`src/rtl/ttt_board_ctrl.sv`:
```
// ---------------------------------------------------------------------------
// ttt_board_ctrl
//
// Purpose:
//   Game controller for the tic-tac-toe win-detection datapath. It accepts
//   player moves over a valid/ready handshake and rejects illegal moves. It
//   builds the ain/bin occupancy vectors that feed DetectWinner, and it reads
//   DetectWinner's win_line back one cycle after each placement to declare an
//   A win, a B win, or a draw.
//
// Parameters:
//   FIRST_PLAYER    - player who moves first after reset (0 = A, 1 = B)
//   ALTERNATE_START - when 1, the starting player flips on every new_game
//
// Optional build macro:
//   TTT_UNDO_EN     - adds the 'undo' input and a one-level last-move undo
//
// Ports:
//   clk        in   rising-edge clock
//   reset_n    in   asynchronous active-low reset
//   move_valid in   move request
//   move_pos   in   [3:0] square index 0..8 (bit n of ain/bin)
//   move_ready out  controller can accept a move (PLAY state)
//   new_game   in   clear board and start a new game (highest priority)
//   undo       in   (TTT_UNDO_EN only) take back the last placed square
//   win_line   in   [7:0] from DetectWinner, combinational from ain/bin
//   ain        out  [8:0] player A occupancy
//   bin        out  [8:0] player B occupancy
//   turn       out  0 = A to move, 1 = B to move
//   game_over  out  terminal state reached
//   winner     out  [1:0] 00 none, 01 A, 10 B, 11 draw
//   illegal    out  one-cycle pulse on a rejected move
//   move_count out  [3:0] moves accepted this game, 0..9
// ---------------------------------------------------------------------------
module ttt_board_ctrl #(
    parameter logic FIRST_PLAYER    = 1'b0,
    parameter logic ALTERNATE_START = 1'b0
) (
    input  logic       clk,
    input  logic       reset_n,
    input  logic       move_valid,
    input  logic [3:0] move_pos,
    output logic       move_ready,
    input  logic       new_game,
`ifdef TTT_UNDO_EN
    input  logic       undo,
`endif
    input  logic [7:0] win_line,
    output logic [8:0] ain,
    output logic [8:0] bin,
    output logic       turn,
    output logic       game_over,
    output logic [1:0] winner,
    output logic       illegal,
    output logic [3:0] move_count
);

    typedef enum logic [1:0] {
        PLAY  = 2'd0,
        CHECK = 2'd1,
        DONE  = 2'd2
    } state_t;

    state_t     state_q, state_d;
    logic [8:0] ain_d, bin_d;
    logic       turn_d;
    logic       game_over_d;
    logic [1:0] winner_d;
    logic       illegal_d;
    logic [3:0] move_count_d;
    logic       move_ready_d;
    logic       start_player, start_player_d;
    logic [8:0] sq_mask;
    logic       move_legal;
`ifdef TTT_UNDO_EN
    logic [3:0] last_pos, last_pos_d;
    logic       undo_avail, undo_avail_d;
    logic [8:0] last_mask;
`endif

    // One-hot mask of the requested square. Shifting by an index of 9..15
    // yields zero, but those indices are rejected by the range test anyway.
    // A move is legal only when it lands on the board and on an empty square.
    always_comb begin
        sq_mask    = 9'd1 << move_pos;
        move_legal = (move_pos <= 4'd8) && (((ain | bin) & sq_mask) == 9'd0);
    end

`ifdef TTT_UNDO_EN
    // Mask of the most recently placed square, cleared again on an undo.
    always_comb begin
        last_mask = 9'd1 << last_pos;
    end
`endif

    // Next-state and next-output logic. By default every register holds its
    // value and the illegal pulse is low. new_game overrides everything else,
    // including a move presented on the same edge. move_ready is computed
    // from the next state, so it is registered together with that state.
    always_comb begin
        state_d        = state_q;
        ain_d          = ain;
        bin_d          = bin;
        turn_d         = turn;
        game_over_d    = game_over;
        winner_d       = winner;
        illegal_d      = 1'b0;
        move_count_d   = move_count;
        start_player_d = start_player;
`ifdef TTT_UNDO_EN
        last_pos_d     = last_pos;
        undo_avail_d   = undo_avail;
`endif

        if (new_game) begin
            start_player_d = ALTERNATE_START ? ~start_player : FIRST_PLAYER;
            turn_d         = start_player_d;
            ain_d          = 9'd0;
            bin_d          = 9'd0;
            move_count_d   = 4'd0;
            winner_d       = 2'b00;
            game_over_d    = 1'b0;
            state_d        = PLAY;
`ifdef TTT_UNDO_EN
            undo_avail_d   = 1'b0;
`endif
        end else begin
            case (state_q)
                PLAY: begin
                    if (move_valid) begin
                        if (move_legal) begin
                            if (turn) begin
                                bin_d = bin | sq_mask;
                            end else begin
                                ain_d = ain | sq_mask;
                            end
                            move_count_d = move_count + 4'd1;
                            state_d      = CHECK;
`ifdef TTT_UNDO_EN
                            last_pos_d   = move_pos;
                            undo_avail_d = 1'b1;
`endif
                        end else begin
                            illegal_d = 1'b1;
                        end
                    end
`ifdef TTT_UNDO_EN
                    else if (undo && undo_avail && (move_count != 4'd0)) begin
                        ain_d        = ain & ~last_mask;
                        bin_d        = bin & ~last_mask;
                        move_count_d = move_count - 4'd1;
                        turn_d       = ~turn;
                        undo_avail_d = 1'b0;
                    end
`endif
                end
                CHECK: begin
                    if (win_line != 8'd0) begin
                        winner_d    = turn ? 2'b10 : 2'b01;
                        game_over_d = 1'b1;
                        state_d     = DONE;
                    end else if (move_count == 4'd9) begin
                        winner_d    = 2'b11;
                        game_over_d = 1'b1;
                        state_d     = DONE;
                    end else begin
                        turn_d  = ~turn;
                        state_d = PLAY;
                    end
                end
                DONE: begin
                    state_d = DONE;
                end
                default: begin
                    state_d = PLAY;
                end
            endcase
        end

        move_ready_d = (state_d == PLAY);
    end

    // State and output registers. The asynchronous reset clears the board
    // immediately and discards any result still pending in CHECK.
    always_ff @(posedge clk or negedge reset_n) begin
        if (!reset_n) begin
            state_q      <= PLAY;
            ain          <= 9'd0;
            bin          <= 9'd0;
            turn         <= FIRST_PLAYER;
            game_over    <= 1'b0;
            winner       <= 2'b00;
            illegal      <= 1'b0;
            move_count   <= 4'd0;
            move_ready   <= 1'b1;
            start_player <= FIRST_PLAYER;
        end else begin
            state_q      <= state_d;
            ain          <= ain_d;
            bin          <= bin_d;
            turn         <= turn_d;
            game_over    <= game_over_d;
            winner       <= winner_d;
            illegal      <= illegal_d;
            move_count   <= move_count_d;
            move_ready   <= move_ready_d;
            start_player <= start_player_d;
        end
    end

`ifdef TTT_UNDO_EN
    // Undo bookkeeping: where the last stone went, and whether it may still
    // be taken back. Only one level of undo is kept.
    always_ff @(posedge clk or negedge reset_n) begin
        if (!reset_n) begin
            last_pos   <= 4'd0;
            undo_avail <= 1'b0;
        end else begin
            last_pos   <= last_pos_d;
            undo_avail <= undo_avail_d;
        end
    end
`endif

endmodule
```
`config.mk`:
```
export PLATFORM = sky130hd
export DESIGN_NAME = ttt_board_ctrl
export DESIGN_NICKNAME = d
export VERILOG_FILES = /design/src/rtl/ttt_board_ctrl.sv
export SDC_FILE = /design/constraint.sdc
export NUM_CORES = 1
export LEC_CHECK = 0
export BUFFER_PORTS_ARGS = -buffer_cell sky130_fd_sc_hd__buf_2
export CAP_MARGIN = 20
export CELL_PAD_IN_SITES_DETAIL_PLACEMENT = 1
export CELL_PAD_IN_SITES_GLOBAL_PLACEMENT = 1
export CORE_MARGIN = 10
export CORE_UTILIZATION = 38
export DETAILED_ROUTE_END_ITERATION = 16
export GPL_TIMING_DRIVEN = 0
export PLACE_DENSITY_LB_ADDON = 0.1
export SLEW_MARGIN = 20
export SYNTH_ARGS = -nofsm -noshare
export SYNTH_HDL_FRONTEND = slang
export SYNTH_SLANG_ARGS = --single-unit
```
`constraint.sdc`:
```
create_clock -name clk -period 2.1 [get_ports clk]
set_input_delay 0.21 -clock clk [delete_from_list [all_inputs] [get_ports clk]]
set_output_delay 0.21 -clock clk [all_outputs]
set_load 0.05 [all_outputs]
```
==> impl_metrics.env <==
export IMPL_ys_ff_latch=30
export IMPL_wl_met1_um=1880
export IMPL_peakVddDrop_v=0.000300
export IMPL_dp_hpwl_um=3530
export IMPL_syn_to_final_growth_pct=24.2
export IMPL_firstDrtPassIters=4
export IMPL_place_congestion=0.810
export IMPL_syn_nets=176
export IMPL_grt_max_degree=31
export IMPL_worstSetupPathType="flop to flop"
export IMPL_hold_viol_final=0
export IMPL_antenna_cells=0
export IMPL_synth_flop_cell="dfrtp_1"
export IMPL_drv_cap=0
export IMPL_dieHeight_um=83.8
export IMPL_via_per_inst=5.43
export IMPL_die_x_um=83.8
export IMPL_synthArstFlopShare=1.00
export IMPL_clock_path_buffers=2
export IMPL_crit_arrival_ns=2.04
export IMPL_period_minus_slack_ns=1.88
export IMPL_antenna_found_initial=0
export IMPL_yosys_warnings=0
export IMPL_syn_area_um2=1550
export IMPL_worstMarginPinSlew_ns=0.713
export IMPL_outcome="finished clean"
export IMPL_drtIter0Drc=34
export IMPL_syn_area_per_cell_um2=9.78
export IMPL_n_fill_cell=482
export IMPL_numPortBuffers=42
export IMPL_synth_edf_count=0
export IMPL_min_delay_start="new_game"
export IMPL_drive_above_1_share=0.317
export IMPL_grt_pass1_vias=1542
export IMPL_clockRootBuffer="clkbuf_8"
export IMPL_cp_startpoint="bin[6]$_DFFE_PN0P_"
export IMPL_ios=44
export IMPL_vias=1402
export IMPL_grt_overflow_total=0
export IMPL_rsz0062_at_grt="no"
export IMPL_core_um2=3970
export IMPL_cts_tree="done"
export IMPL_ant_nets=0
export IMPL_p_leak_nw=0.932
export IMPL_synth_cells=158
export IMPL_startpoint_type="flop"
export IMPL_rows=23
export IMPL_hold_path_class="input port to flop"
export IMPL_powerDensity_nw_per_um2=668
export IMPL_cts_htree_levels=2
export IMPL_met3_length_um=346
export IMPL_slew_violations=0
export IMPL_drcViolationCount=0
export IMPL_wl_per_cell_um=17.6
export IMPL_grt_pass1_wl_um=7710
export IMPL_clk_latency_ns=0.29
export IMPL_cts_sinks=30
export IMPL_fin_crit_sh=0.893
export IMPL_cp_max_fo=5
export IMPL_final_setup_skew_ns=0.00363
export IMPL_reg2reg_from="bin[6]$_DFFE_PN0P_"
export IMPL_wl_met2_um=2240
export IMPL_pre_cts_slack_ns=0.0770
export IMPL_setup_ws_ns=0.224
export IMPL_nNetsFinal=225
export IMPL_track_usage=0.134
export IMPL_yosysUniqueCellTypes=47
export IMPL_dieArea_um2=7020
export IMPL_relSlewSlack=0.521
export IMPL_fmax_mhz=533
export IMPL_finalSetupTns_ns=0
export IMPL_top_layer_used="met4"
export IMPL_start_util=0.389
export IMPL_cts_buffers=5
export IMPL_synth_seq_area_share=0.487
export IMPL_detail_route_wirelength_um=4540
export IMPL_cp_end_kind="flop"
export IMPL_finalSetupViolCount=0
export IMPL_path_clk_slew_ns=0.06
export IMPL_required_ns=2.27
[through the flow]
stage          area, um^2  utilization  hold slack, ns  power, mW  cells
2_1_floorplan        1550            -         -0.0856      0.745    158
3_3_place_gp         1820        0.458           0.274      0.806    250
3_5_place_dp         1820        0.458           0.293      0.813    250
4_1_cts              1920        0.483           0.324       1.30    259
5_1_grt              1920        0.483           0.346       1.35    258
6_report             1920        0.483           0.329       1.28    258
[timing repair]
action	CTS	global route
hold buffers	1	0
resized for setup	0	1
setup endpoints to repair	0	3
buffers inserted	0	0
endpoints found under the hold margin	29	0
[where the power goes]
group	switching (mW)	internal [mW]	total, mW
sequential	0.0110	0.593	0.604
clock	0.217	0.264	0.481
combinational	0.138	0.0584	0.197
[cells in the final DEF, fill, tap and decap left out, types with 3 or more instances in the layout]
cell      count
nor2b_1       4
nor3_1        8
dfrtp_1      29
a41oi_1       4
clkbuf_8      6
nor2_1       37
inv_1         5
a31oi_1      13
buf_2        45
nand4_1       3
a21oi_1       6
clkbuf_1      4
[worst max-delay path, cell delays in order, from the launching register on]
cell	delay (ns)
dfrtp_1	0.39
or2_2	0.32
a21oi_1	0.28
a221o_2	0.31
nand4_1	0.13
mux2_1	0.34
[final timing paths]
check / slack (ns) / to / cells after the start
worst max-delay path: 0.22 / move_count[2]$_DFFE_PN0P_ / 5
worst min-delay path: 0.33 / move_count[2]$_DFFE_PN0P_ / 3
worst max register to register: 0.22 / move_count[2]$_DFFE_PN0P_ / 5
worst min register to register: 0.51 / game_over$_DFFE_PN0P_ / 2
max in group asynchronous: 1.16 / bin[6]$_DFFE_PN0P_ / 2
min in group asynchronous: 0.50 / move_count[0]$_DFFE_PN0P_ / 2
[cell families after synthesis]
family,after synthesis,share of synthesized area
DFF,30,0.487
and+or+nand+nor,76,0.277
adders and majority gates,2,0.0162
xor gates and xnor gates,1,0.00567
buffers and inverters,13,0.0340
AOI/OAI and AO/OA,33,0.156
muxes,3,0.0243
[layout make-up]
cell class,count,area (um^2),share of cell area
Multi-Input combinational cell,115,741,0.386
Clock inverter,1,5.00,0.00261
Buffer,6,26.3,0.0137
Clock buffer,7,86.3,0.0450
Timing Repair Buffer,43,220,0.115
Inverter,6,26.3,0.0137
Sequential cell,30,752,0.392
Tap cell,50,62.6,0.0326
[routing by layer]
metal | global-route usage | vias up
li1 | - | 667
met1 | 0.157 | 696
met2 | 0.216 | 32
met3 | 0.0537 | 7
met4 | 0.0502 | 0
met5 | 0 | -
[flip-flops by register name, indices dropped and copies added (netlist names)]
register / flops
bin: 9
illegal: 1
move_count: 4
ain: 9
state_q: 2
turn: 1
move_ready: 1
winner: 2
game_over: 1
[synth_stat cells (all sizes together) (3+ instances only)]
master	number	area, um^2
inv	5	18.8
nor2	38	145
a31oi	13	81.3
a21oi	6	30.0
nand3	3	27.5
nand4	3	18.8
nor4	3	40.0
mux2	3	37.5
or2	3	21.3
nor3	9	56.3
buf	3	15.0
nor2b	4	25.0
a41oi	4	35.0
clkbuf	4	15.0
dfrtp	29	726
Note: power is estimated with default switching activity, not from simulation.
